## src/rtl/mult_div_sequencer.sv

```systemverilog
// Control sequencer for the multiply/divide datapath: loads operands, steps radix-4 Booth
// multiply or non-restoring divide once per clock, and ends each command with a DONE strobe.
module mult_div_sequencer #(
  parameter int MPY_STEPS = 13,
  parameter int DIV_STEPS = 26
) (
  input  logic       clk,
  input  logic       reset,
  input  logic       start,
  input  logic       op_div,
  input  logic [2:0] mrb,
  input  logic       rem_sgn,
  input  logic       divz,
  output logic       busy,
  output logic       load_en,
  output logic       shift_en,
  output logic [2:0] msel,
  output logic       div_sub,
  output logic       q_bit,
  output logic       div_restore,
  output logic [4:0] step,
  output logic       done,
  output logic       dz_err
);

  typedef enum logic [2:0] {
    IDLE,
    LOAD,
    MPY_RUN,
    DIV_RUN,
    DIV_FIX,
    FIN
  } state_t;

  localparam logic [4:0] MPY_LAST = 5'(MPY_STEPS - 1);
  localparam logic [4:0] DIV_LAST = 5'(DIV_STEPS - 1);

  state_t state;
  state_t next_state;
  logic   op_div_q;
  logic   dz_q;

  // State, iteration counter and the latched command attributes
  always_ff @(posedge clk) begin
    if (reset) begin
      state    <= IDLE;
      step     <= 5'd0;
      op_div_q <= 1'b0;
      dz_q     <= 1'b0;
    end else begin
      state <= next_state;
      if (state == IDLE && start)
        op_div_q <= op_div;
      step <= ((state == MPY_RUN || state == DIV_RUN) && next_state == state)
              ? step + 5'd1 : 5'd0;
      if (state == LOAD)
        dz_q <= op_div_q & divz;
      else if (state == FIN)
        dz_q <= 1'b0;
    end
  end

  always_comb begin
    next_state = state;
    case (state)
      IDLE:    if (start) next_state = LOAD;
      LOAD: begin
        if (op_div_q && divz) next_state = FIN;
        else if (op_div_q)    next_state = DIV_RUN;
        else                  next_state = MPY_RUN;
      end
      MPY_RUN: if (step == MPY_LAST) next_state = FIN;
      DIV_RUN: if (step == DIV_LAST) next_state = DIV_FIX;
      DIV_FIX: next_state = FIN;
      FIN:     next_state = IDLE;
      default: next_state = IDLE;
    endcase
  end

  // Datapath strobes; Booth and divide selects are forced low outside the run states
  always_comb begin
    busy        = (state != IDLE);
    load_en     = (state == LOAD);
    shift_en    = 1'b0;
    msel        = 3'b000;
    div_sub     = 1'b0;
    q_bit       = 1'b0;
    div_restore = 1'b0;
    done        = (state == FIN);
    dz_err      = dz_q | (state == LOAD && op_div_q && divz);
    case (state)
      MPY_RUN: begin
        shift_en = 1'b1;
        case (mrb)
          3'b001, 3'b010: msel = 3'b001;
          3'b011:         msel = 3'b010;
          3'b100:         msel = 3'b110;
          3'b101, 3'b110: msel = 3'b101;
          default:        msel = 3'b000;
        endcase
      end
      DIV_RUN: begin
        shift_en = 1'b1;
        div_sub  = (step == 5'd0) ? 1'b1 : ~rem_sgn;
        q_bit    = ~rem_sgn;
      end
      DIV_FIX: div_restore = rem_sgn;
      default: ;
    endcase
  end

endmodule

```

## config.mk

```make
export PLATFORM = sky130hd
export DESIGN_NAME = mult_div_sequencer
export DESIGN_NICKNAME = d
export VERILOG_FILES = /design/src/rtl/mult_div_sequencer.sv
export SDC_FILE = /design/constraint.sdc
export NUM_CORES = 1
export LEC_CHECK = 0
export ABC_AREA = 1
export CORE_MARGIN = 1
export CORE_UTILIZATION = 40
export CTS_BUF_LIST = sky130_fd_sc_hd__clkbuf_4 sky130_fd_sc_hd__clkbuf_8
export DETAILED_ROUTE_END_ITERATION = 10
export GPL_TIMING_DRIVEN = 0
export PLACE_DENSITY = 0.71
export SYNTH_ARGS = -nofsm -noshare
export SYNTH_HDL_FRONTEND = slang
export SYNTH_SLANG_ARGS = --single-unit
```

## constraint.sdc

```tcl
create_clock -name clk -period 1.6 [get_ports clk]
set_input_delay 0.24 -clock clk [delete_from_list [all_inputs] [get_ports clk]]
set_output_delay 0.24 -clock clk [all_outputs]
set_load 0.02 [all_outputs]
```

==> report_table.html <==
<table>
<tr><th>Metric</th><th>Value</th></tr>
<tr><th colspan="2">Run status</th></tr>
<tr><td>Result of the run</td><td>finished clean</td></tr>
<tr><th colspan="2">Finish</th></tr>
<tr><td># nets final</td><td>138</td></tr>
<tr><td>Final cell utilization of the core</td><td>0.707</td></tr>
<tr><td>Share of layout cells above drive strength 1</td><td>0.320</td></tr>
<tr><td>Area delta synth-&gt;final</td><td>55.3%</td></tr>
<tr><td>Final std cell area, no fill</td><td>966 sq um</td></tr>
<tr><td>Antenna Cells</td><td>0</td></tr>
<tr><th colspan="2">CTS</th></tr>
<tr><td>Maximum level of the CTS H-tree</td><td>1</td></tr>
<tr><td>Cts-stage hold buffer count</td><td>0</td></tr>
<tr><td>Clock tree from TritonCTS</td><td>yes</td></tr>
<tr><td>Insertion delay to the later sink of the worst-skew pair</td><td>0.26 ns</td></tr>
<tr><td>Number of sinks handled by clock tree synthesis</td><td>10</td></tr>
<tr><td>Number of buffers between clock root and the deepest sink</td><td>2</td></tr>
<tr><td>Number of buffers created by CTS</td><td>3</td></tr>
<tr><td>Clock-pin slew on the worst setup and hold paths</td><td>0.07 ns</td></tr>
<tr><td>Clock tree root driver cell</td><td>sky130_fd_sc_hd__clkbuf_4</td></tr>
<tr><th colspan="2">Run</th></tr>
<tr><td>Maximum capacitance violations</td><td>0</td></tr>
<tr><th colspan="2">Global routing</th></tr>
<tr><td>Via count of the first global-routing pass</td><td>541</td></tr>
<tr><td>Congestion Overflow GR</td><td>0</td></tr>
<tr><td>Wire length of the first global-routing pass</td><td>2.26 mm</td></tr>
<tr><td>Initial antenna violation count</td><td>0</td></tr>
<tr><td>Pin count of the biggest net entering global routing</td><td>8</td></tr>
<tr><td>GRT Total Usage</td><td>0.169</td></tr>
<tr><th colspan="2">Setup path</th></tr>
<tr><td>Worst setup path category</td><td>flop to output pin</td></tr>
<tr><td>Data required time of the worst path</td><td>1.36 ns</td></tr>
<tr><td>CP Capture Type</td><td>output pin</td></tr>
<tr><td>Maximum net fanout on the critical path</td><td>5</td></tr>
<tr><td>Data arrival time at the worst-slack endpoint</td><td>1.33 ns</td></tr>
<tr><td>Critical path startpoint category</td><td>flop</td></tr>
<tr><th colspan="2">Placement</th></tr>
<tr><td>Weighted congestion at the end of routability-driven global placement</td><td>0.804</td></tr>
<tr><td>Post-DP HPWL</td><td>1.04 mm</td></tr>
<tr><td>Cell area after placement</td><td>881 sq um</td></tr>
<tr><td>Buffers added on ports</td><td>24</td></tr>
<tr><th colspan="2">Synth</th></tr>
<tr><td>Synthesized instance count</td><td>93</td></tr>
<tr><td>Share of the synthesized area in the top cell type</td><td>0.322</td></tr>
<tr><td>Most used standard cell by instance count after synthesis</td><td>sky130_fd_sc_hd__inv_1</td></tr>
<tr><td>Cell accounting for the most synthesized area</td><td>sky130_fd_sc_hd__dfxtp_1</td></tr>
<tr><td>Dominant register cell in the synthesized netlist</td><td>sky130_fd_sc_hd__dfxtp_1</td></tr>
<tr><td>Most common library cells after synthesis</td><td>sky130_fd_sc_hd__inv_1, sky130_fd_sc_hd__nand2_1, sky130_fd_sc_hd__nor2_1</td></tr>
<tr><td>Count of state elements after synthesis</td><td>10</td></tr>
<tr><td>Post-Syn Nets</td><td>105</td></tr>
<tr><td>Number of warning messages in the yosys log</td><td>0</td></tr>
<tr><td>Area of the mapped netlist</td><td>622 sq um</td></tr>
<tr><td>Async set-reset flop share out of synthesis</td><td>0</td></tr>
<tr><td>Synth cell types</td><td>19</td></tr>
<tr><td>Number of enable-type register cells in the synthesized netlist</td><td>0</td></tr>
<tr><td>Leading post-synthesis cells by cell area</td><td>sky130_fd_sc_hd__dfxtp_1, sky130_fd_sc_hd__inv_1, sky130_fd_sc_hd__nand2_1</td></tr>
<tr><td>Synthesized area per cell</td><td>6.69 sq um</td></tr>
<tr><td>Fraction of the yosys area taken by sequential cells</td><td>0.322</td></tr>
<tr><th colspan="2">Floorplanning</th></tr>
<tr><td>Number of placement rows</td><td>13</td></tr>
<tr><td>Area of the die</td><td>0.00172 sq mm</td></tr>
<tr><td>CORE AREA</td><td>0.00137 sq mm</td></tr>
<tr><td>DIE HEIGHT</td><td>41.4 microns</td></tr>
<tr><td>Chip Width</td><td>41.4 microns</td></tr>
<tr><td>Initial cell density of the core</td><td>0.455</td></tr>
<tr><td>IO Count</td><td>25</td></tr>
<tr><th colspan="2">Detailed routing</th></tr>
<tr><td>Total Routed Length</td><td>1.46 mm</td></tr>
<tr><td>Antenna-violating nets left</td><td>0</td></tr>
<tr><td>Detailed Routing Iterations Pass 1</td><td>4</td></tr>
<tr><td>Final routed wire length divided by cell count</td><td>10.5 microns</td></tr>
<tr><td>Per-cell via count in the routed design</td><td>4.54</td></tr>
<tr><td>DR iter-0 viols</td><td>9</td></tr>
<tr><td># DRC</td><td>0</td></tr>
<tr><td>Total number of vias</td><td>636</td></tr>
<tr><th colspan="2">STA</th></tr>
<tr><td>Final hold violation count</td><td>0</td></tr>
<tr><td>Max Clk Rate</td><td>636 MHz</td></tr>
<tr><td>Transition at the pin with the smallest max-transition slack</td><td>0.264 ns</td></tr>
<tr><td>Final worst path period share</td><td>0.983</td></tr>
<tr><td>Max-slew violation count</td><td>0</td></tr>
<tr><td>Final setup skew</td><td>0.00187 ns</td></tr>
<tr><td>Final critical delay including setup and external delays</td><td>1.57 ns</td></tr>
<tr><td>Worst slew margin</td><td>0.824</td></tr>
<tr><td>Setup violators final</td><td>0</td></tr>
<tr><th colspan="2">Power and ir drop</th></tr>
<tr><td>Largest vdd supply drop</td><td>0.617 mV</td></tr>
<tr><td>Power per unit of standard cell area</td><td>759 mW/mm^2</td></tr>
<tr><td>Leakage power</td><td>0.000490 uW</td></tr>
<tr><th colspan="2">Worst hold path</th></tr>
<tr><td>Class of the worst hold path</td><td>flop to flop</td></tr>
</table>
-- cell type report --
class | count | area (sq um)
inverter | 19 | 73.8
sequential | 10 | 214
clock buffer | 4 | 36.3
fill | 124 | 400
multi-input combinational | 64 | 383
timing repair buffer | 28 | 240
tap | 15 | 18.8
-- sequential cells by signal, summed over array words and instances, names as in the netlist --
name / flops
step: 5
state: 3
dz_q: 1
op_div_q: 1
-- layout by cell type, fill, tap and decap left out, drive strengths merged --
cell type      netlist  final
o21ai                3      3
a21oi                3      3
ha                   3      3
nor2                19     19
buf                  0      9
clkdlybuf4s50        0     11
nand2               22     22
clkdlybuf4s15        0      1
nand4                1      1
o21a                 1      1
nand3                6      6
nor3                 3      3
xor2                 2      2
clkbuf               0      4
xnor2                1      1
dlygate4sd2          0      7
dfxtp               10     10
inv                 19     19
-- cell families (layout without fill, tap and decap cells) --
family / Yosys count / after routing / synth area share
simple gates: 51 / 51 / 0.394
compound gates: 7 / 7 / 0.0664
fa+ha+maj: 3 / 3 / 0.0604
xor+xnor: 3 / 3 / 0.0423
flops: 10 / 10 / 0.322
buf+inv: 19 / 51 / 0.115
-- worst paths after layout --
kind,slack [ns],startpoint,end,depth (start not counted)
setup reg to reg,0.34,step[1]$_SDFF_PP0_,step[2]$_SDFF_PP0_,8
setup / recovery,0.03,state[2]$_SDFF_PP0_,msel[2],6
hold reg to reg,0.47,dz_q$_SDFFE_PP0P_,dz_q$_SDFFE_PP0P_,2
hold / removal,0.47,dz_q$_SDFFE_PP0P_,dz_q$_SDFFE_PP0P_,2
-- metrics by stage --
stage / TNS (ns) / cells / hold WS, ns / total power (uW) / setup slack (ns)
after floorplan: 0 / 93 / 0.309 / 409 / 0.187
after global placement: -1.23 / 132 / 0.455 / 493 / -0.245
after detailed placement: -1.28 / 132 / 0.460 / 496 / -0.253
after CTS: 0 / 136 / 0.452 / 715 / 0.000478
after global routing: -0.0141 / 140 / 0.503 / 772 / -0.0141
final: 0 / 140 / 0.473 / 733 / 0.0267
-- what timing repair did --
item,CTS,global route
buffers inserted,0,4
pin swaps,0,2
hold endpoints to repair,0,0
gates resized for setup,37,14
endpoints found under the setup margin,14,7
-- worst max-delay path, cell delays in order, from the launching register on --
cell	delay, ns
sky130_fd_sc_hd__dfxtp_4	0.38
sky130_fd_sc_hd__inv_4	0.07
sky130_fd_sc_hd__nand2_2	0.07
sky130_fd_sc_hd__nor2_4	0.12
sky130_fd_sc_hd__inv_1	0.07
sky130_fd_sc_hd__nor3_1	0.15
sky130_fd_sc_hd__buf_2	0.20
-- layer usage --
metal | global-route usage | vias up | wire, microns
met2 | 0.269 | 21 | 711
met5 | 0 | - | 0
met3 | 0.0174 | 4 | 90
met1 | 0.212 | 261 | 635
li1 | - | 350 | -
met4 | 0.116 | 0 | 25
-- power breakdown --
group | leakage, uW | internal, uW | switching (uW)
registers | 0.0000844 | 264 | 21.1
clock network | 0.0000210 | 138 | 87.5
logic | 0.000385 | 97.1 | 125
Power figures use the tool's default switching activity.
